--- config.mk ---
export PLATFORM = sky130hd
export DESIGN_NAME = screen_sequencer
export DESIGN_NICKNAME = d
export VERILOG_FILES = /design/src/rtl/screen_sequencer.sv
export SDC_FILE = /design/constraint.sdc
export NUM_CORES = 1
export LEC_CHECK = 0
export ABC_AREA = 0
export ABC_CLOCK_PERIOD_IN_PS = 4380
export CAP_MARGIN = 30
export CORE_UTILIZATION = 40
export DETAILED_ROUTE_END_ITERATION = 8
export GPL_TIMING_DRIVEN = 1
export PLACE_DENSITY = 0.6
export SLEW_MARGIN = 20
export SYNTH_ARGS = -nofsm -noshare
export SYNTH_HDL_FRONTEND = slang
export SYNTH_SLANG_ARGS = --single-unit
--- constraint.sdc ---
create_clock -name clk -period 4.38 [get_ports clk]
set_input_delay 0.876 -clock clk [delete_from_list [all_inputs] [get_ports clk]]
set_output_delay 0.876 -clock clk [all_outputs]
set_load 0.05 [all_outputs]
--- src/rtl/screen_sequencer.sv ---
`default_nettype none
// ============================================================================
//  Module      : screen_sequencer
//  Description : Frogger game-flow FSM. Tracks lives and filled homes, holds
//                the won/lost screens for a fixed frame count, blinks the
//                start screen and muxes the overlay ROM bits into one
//                registered overlay pixel.
//  Revision    : 1.0 - initial release
// ============================================================================
module screen_sequencer #(
    parameter int LIVES        = 3,
    parameter int HOMES        = 5,
    parameter int HOLD_FRAMES  = 300,
    parameter int BLINK_FRAMES = 30
) (
    input  logic       clk,
    input  logic       rst_n,
    input  logic       frame_tick_i,
    input  logic       start_btn_i,
    input  logic       frog_home_i,
    input  logic       frog_dead_i,
    input  logic       start_flag_i,
    input  logic       won_flag_i,
    input  logic       over_flag_i,
    output logic [1:0] state_o,
    output logic       game_run_o,
    output logic [2:0] lives_o,
    output logic [2:0] homes_o,
    output logic       new_game_o,
    output logic       overlay_pix_o
);

    localparam logic [1:0] S_IDLE = 2'b00;
    localparam logic [1:0] S_PLAY = 2'b01;
    localparam logic [1:0] S_WON  = 2'b10;
    localparam logic [1:0] S_LOST = 2'b11;

    localparam int HOLD_W  = (HOLD_FRAMES  > 1) ? $clog2(HOLD_FRAMES)  : 1;
    localparam int BLINK_W = (BLINK_FRAMES > 1) ? $clog2(BLINK_FRAMES) : 1;

    localparam logic [2:0]         LIVES_INIT = 3'(LIVES);
    localparam logic [2:0]         HOMES_LAST = 3'(HOMES - 1);
    localparam logic [HOLD_W-1:0]  HOLD_LAST  = HOLD_W'(HOLD_FRAMES - 1);
    localparam logic [BLINK_W-1:0] BLINK_LAST = BLINK_W'(BLINK_FRAMES - 1);

    logic [1:0]         state_q, state_d;
    logic [2:0]         lives_q, lives_d;
    logic [2:0]         homes_q, homes_d;
    logic               new_game_q, new_game_d;
    logic               overlay_q, overlay_d;
    logic [HOLD_W-1:0]  hold_cnt_q;
    logic [BLINK_W-1:0] blink_cnt_q;
    logic               blink_on_q;
    logic               start_prev_q;

    logic start_rise;
    logic in_end_screen;
    logic hold_done;

    // Button edge: start_prev resets to 1 so a button held through reset never starts a game.
    assign start_rise    = start_btn_i & ~start_prev_q;
    assign in_end_screen = (state_q == S_WON) || (state_q == S_LOST);
    assign hold_done     = frame_tick_i && (hold_cnt_q == HOLD_LAST);

    // State register.
    always_ff @(posedge clk) begin
        if (!rst_n) begin
            state_q <= S_IDLE;
        end else begin
            state_q <= state_d;
        end
    end

    // Next-state logic; a death in PLAY masks a simultaneous home.
    always_comb begin
        state_d = state_q;
        case (state_q)
            S_IDLE: begin
                if (start_rise) state_d = S_PLAY;
            end
            S_PLAY: begin
                if (frog_dead_i) begin
                    if (lives_q == 3'd1) state_d = S_LOST;
                end else if (frog_home_i && (homes_q == HOMES_LAST)) begin
                    state_d = S_WON;
                end
            end
            default: begin
                // Restart beats the hold timeout when both land on one edge.
                if (start_rise)     state_d = S_PLAY;
                else if (hold_done) state_d = S_IDLE;
            end
        endcase
    end

    // Output decode and next values of the registered outputs.
    always_comb begin
        state_o       = state_q;
        game_run_o    = (state_q == S_PLAY);
        lives_o       = lives_q;
        homes_o       = homes_q;
        new_game_o    = new_game_q;
        overlay_pix_o = overlay_q;

        lives_d    = lives_q;
        homes_d    = homes_q;
        new_game_d = 1'b0;
        if (state_q != S_PLAY) begin
            if (start_rise) begin
                lives_d    = LIVES_INIT;
                homes_d    = 3'd0;
                new_game_d = 1'b1;
            end
        end else if (frog_dead_i) begin
            lives_d = lives_q - 3'd1;
        end else if (frog_home_i) begin
            homes_d = homes_q + 3'd1;
        end

        case (state_q)
            S_IDLE:  overlay_d = start_flag_i & blink_on_q;
            S_PLAY:  overlay_d = 1'b0;
            S_WON:   overlay_d = won_flag_i;
            default: overlay_d = over_flag_i;
        endcase
    end

    // Game counters, pulse and pixel registers.
    always_ff @(posedge clk) begin
        if (!rst_n) begin
            lives_q      <= LIVES_INIT;
            homes_q      <= 3'd0;
            new_game_q   <= 1'b0;
            overlay_q    <= 1'b0;
            start_prev_q <= 1'b1;
        end else begin
            lives_q      <= lives_d;
            homes_q      <= homes_d;
            new_game_q   <= new_game_d;
            overlay_q    <= overlay_d;
            start_prev_q <= start_btn_i;
        end
    end

    // End-screen frame counter; held at zero outside WON/LOST so every entry starts clean.
    always_ff @(posedge clk) begin
        if (!rst_n || !in_end_screen) begin
            hold_cnt_q <= '0;
        end else if (frame_tick_i) begin
            hold_cnt_q <= (hold_cnt_q == HOLD_LAST) ? '0 : hold_cnt_q + 1'b1;
        end
    end

    // Start-screen blink; parked at phase 0 / visible while not IDLE so entry starts visible.
    always_ff @(posedge clk) begin
        if (!rst_n || (state_q != S_IDLE)) begin
            blink_cnt_q <= '0;
            blink_on_q  <= 1'b1;
        end else if (frame_tick_i) begin
            if (blink_cnt_q == BLINK_LAST) begin
                blink_cnt_q <= '0;
                blink_on_q  <= ~blink_on_q;
            end else begin
                blink_cnt_q <= blink_cnt_q + 1'b1;
            end
        end
    end

endmodule
`default_nettype wire
; ---- Word level (Yosys, flattened, before mapping)
; Cells that the tools add are included.
[op_classes]
add_sub_neg = 4
bitwise_logic = 4
n_eq_ne = 13
reduce_logical = 17
n_mux = 18
[op_table]
columns = cell, n
row1 = 2-to-1 mux 3 bit, 7
row2 = 2-to-1 mux 2 bit, 6
row3 = "adder 9 x 1 -> 9 bit, second input constant", 1
row4 = "== test 9 bit, second input constant", 1
row5 = 2-to-1 mux 9 bit, 1
row6 = "inequality test 3 x 2 -> 1 bit, second input constant", 2
row7 = AND reduction 2 bit, 3
row8 = nonzero test 2 bit, 3
row9 = "adder 5 x 1 -> 5 bit, second input constant", 1
row10 = "== test 5 bit, second input constant", 1
row11 = 2-to-1 mux 5 bit, 1
row12 = "== test 2 bit, second input constant", 2
row13 = "inequality test 2 x 1 -> 1 bit, second input constant", 2
row14 = "inequality test 2 bit, second input constant", 2
row15 = one-hot mux 2 bit (2 select lines), 1
row16 = AND reduction 4 bit, 1
row17 = "adder 3 x 1 -> 3 bit, second input constant", 1
row18 = "== test 3 x 1 -> 1 bit, second input constant", 1
row19 = "== test 3 bit, second input constant", 1
row20 = logical OR 1 bit, 3
row21 = one-hot mux 1 bit (3 select lines), 1
row22 = AND reduction 3 bit, 1
row23 = nonzero test 3 bit, 1
row24 = "subtractor 3 x 1 -> 3 bit, second input constant", 1
row25 = other kinds (7), 11
[totals]
reg_bits = 26
input_bits = 9

; ---- Logic depth before layout (Yosys ltp)
[logic_depth]
ltp_word = 5
ltp_mapped = 6
ltp_nobuf = 6

; ---- Worst setup path before layout
; OpenSTA, ideal clock, no wires.
[synth_path]
kind = register to output
startpoint = register state_q[0], in the netlist state_o[0]
endpoint = output port game_run_o
t_arrival_ns = 1.167
path_buffers = 0
setup_slack_ns = 2.337
t_required_ns = 3.504
path_stages_with_launch = 3
path_cell_list = dfxtp_1 > nand2b_1 > inv_2
[synth_via]
elab_chain_len = 1
[synth_rtl]
columns = item, line
row1 = "start, declared", 46  ; logic [1:0] state_q, state_d;
row2 = "start signal, assigned", 70  ; state_q <= state_d;
row3 = == test 2 x 1 -> 1 bit, 99  ; game_run_o = (state_q == S_PLAY);
row4 = "end, declared", 26  ; output logic game_run_o,
; Every way passes these cells.

; ---- Worst setup path after layout
[layout_path]
startpoint = register state_q[1], in the netlist state_o[1]
endpoint = output port game_run_o
; Same word-level chain as after synthesis.

==> results.py <==
metrics = {
    "outcome": {
        "outcome": "complete, but fails checks",
        "violations": "design-rule violations",
    },
    "detailed_routing": {
        "wirelength_mm": 2.40,
        "drc": 1,
        "routedWlPerCell_um": 12.5,
        "first_pass_iters": 6,
        "via_per_inst": 5.28,
        "final_antenna_net_count": 0,
        "vias": 1009,
        "drt_iter0_markers": 35,
    },
    "logic_synthesis": {
        "synth_edf_count": 0,
        "syn_area_mm2": 0.00125,
        "syn-num-nets": 157,
        "synth_seq_cells": 26,
        "syn_inst": 141,
        "yosys_most_used_dff": "dfxtp_1",
        "seq_area_frac_synth": 0.416,
        "ys_async_sr_fraction": 0,
        "synth.distinct_cells": 38,
        "ys_warn_count": 0,
        "avgSynthCellArea_um2": 8.87,
    },
    "sta": {
        "tightest_slew_ns": 0.502,
        "finalCritPeriodShare": 0.655,
        "drv_slew": 0,
        "setup_viol": 0,
        "rsz0062_at_grt": "false",
        "slew_headroom": 0.664,
        "max_freq_mhz": 349,
        "fin_ws_ns": 1.51,
        "fin_tns_setup_ns": 0,
        "fin_crit_ns": 2.87,
        "hold_viol_final": 0,
        "fin_skew_ns": 0.0171,
    },
    "floorplan": {
        "die_width_um": 57.9,
        "dieHeight_um": 57.9,
        "dieArea_mm2": 0.00336,
        "initial_utilization": 0.439,
        "io_pins": 20,
        "rows": 19,
        "core_area_mm2": 0.00285,
    },
    "clock_tree": {
        "cts_buffers": 3,
        "clock_latency_ns": 0.33,
        "clk_path_buf_depth": 2,
        "root_buffer": "clkbuf_4",
        "ctsHtreeMaxLevel": 1,
        "clk_pin_slew_ns": 0.16,
        "clock-sinks": 26,
        "cts_tree": "done",
        "cts_hold_buf": 0,
        "postCtsResizedCells": 0,
        "cts_setup_buffers": 0,
    },
    "placed_design": {
        "port_buffers": 19,
        "routabilityCongestion": 0.757,
        "dp_slack_ns": 1.63,
        "place_inst": 187,
        "place_hpwl_mm": 1.79,
    },
    "pwr": {
        "leakage_nw": 0.578,
        "vdd_drop_max_mv": 0.248,
        "p_per_area_mw_per_mm2": 406,
    },
    "grt": {
        "antenna_found_initial": 0,
        "grtUsageTotal": 0.157,
        "grt_pass1_vias": 946,
        "grt-ovfl-total": 0,
        "grt_pass1_wl_mm": 4.09,
        "grt_max_degree": 15,
    },
    "setup_path": {
        "slowest_stage": "clkdlybuf4s50_1",
        "cp-start-kind": "flop",
        "cp_top_family": "buffers and inverters",
        "arrival_ns": 1.99,
        "end_kind": "output pin",
        "crit_type": "flop to output pin",
        "worst-path-max-fanout": 12,
        "critPathMaxStageDelay_ns": 0.81,
        "cp_num_buf_inv": 2,
        "crit_chain": "nand2b_1, inv_2, clkdlybuf4s50_1",
        "required_ns": 3.50,
    },
    "min_path": {
        "hold_class": "flop to flop",
    },
    "job": {
        "maxCapViolCount": 0,
    },
    "layout": {
        "final_common_cell": "dfxtp_1",
        "area_delta_synth_final_pct": 19.9,
        "final_cell_mix": "26 x dfxtp_1, 19 x clkdlybuf4s50_1, 16 x nand2_1",
        "fin_cells": 191,
        "antennaDiodeCount": 0,
        "final_nets": 177,
        "drive_above_1_share": 0.0750,
    },
}
## per-layer routing
metal | track usage | part of all wire | routed length, µm | up-vias
met3 | 0.0491 | 0.046 | 109 | 2
met5 | 0 | 0 | 0 | -
li1 | - | - | - | 519
met1 | 0.203 | 0.49 | 1160 | 462
met4 | 0.0544 | 0.0063 | 15 | 0
met2 | 0.250 | 0.46 | 1110 | 26
## registers in the layout, indices dropped and copies added, names as in the netlist
name,flops
state_o,2
homes_o,3
lives_o,3
start_prev_q,1
new_game_o,1
blink_cnt_q,5
overlay_pix_o,1
hold_cnt_q,9
blink_on_q,1
## path summary, 6_finish.rpt
kind | from | endpoint | slack (ns) | cells past startpoint
worst min register to register | lives_o[2] | lives_o[2] | 0.47 | 1
worst max-delay path | state_o[1] | game_run_o | 1.51 | 3
worst min-delay path | lives_o[2] | lives_o[2] | 0.47 | 1
worst max register to register | hold_cnt_q[0] | state_o[0] | 2.76 | 5
## cells by family after synthesis
kind of cell,synth area share
xor+xnor,0.0910
flops,0.416
mux,0.0240
fa+ha+maj,0.0700
compound gates,0.0960
simple gates,0.263
buf+inv,0.0400
## synth_stat cells, types with 3 or more instances
library cell / instances / area share
dfxtp_1: 26 / 0.42
nand2_1: 16 / 0.048
nor2_1: 15 / 0.045
inv_1: 8 / 0.024
xor2_1: 8 / 0.056
ha_1: 7 / 0.070
nand4_1: 6 / 0.030
and3_1: 5 / 0.025
nand3_1: 5 / 0.020
xnor2_1: 5 / 0.035
a21oi_1: 4 / 0.016
mux2i_1: 3 / 0.024
o21ai_0: 3 / 0.012
## area by class of cell
cell class	count	area [µm²]
Clock buffer	4	36.3
Timing Repair Buffer	19	190
Tap cell	31	38.8
Multi-Input combinational cell	102	681
Sequential cell	26	520
Fill cell	269	1350
Inverter	9	33.8
## per-stage QoR
step                      utilization  hold WS [ns]  cell area (µm²)  total power [mW]
after floorplan                     -         0.459             1250             0.427
after global placement          0.513         0.451             1460             0.485
after detailed placement        0.513         0.462             1460             0.490
after CTS                       0.526         0.482             1500             0.616
after global routing            0.526         0.505             1500             0.643
final                           0.526         0.475             1500             0.609
## power by group
part / switching (mW) / internal [mW] / leakage (nW) / total, mW
Clock: 0.0742 / 0.0509 / 0.0210 / 0.125
Sequential: 0.0260 / 0.255 / 0.211 / 0.281
Combinational: 0.124 / 0.0789 / 0.346 / 0.203
Power figures use the tool's default switching activity.
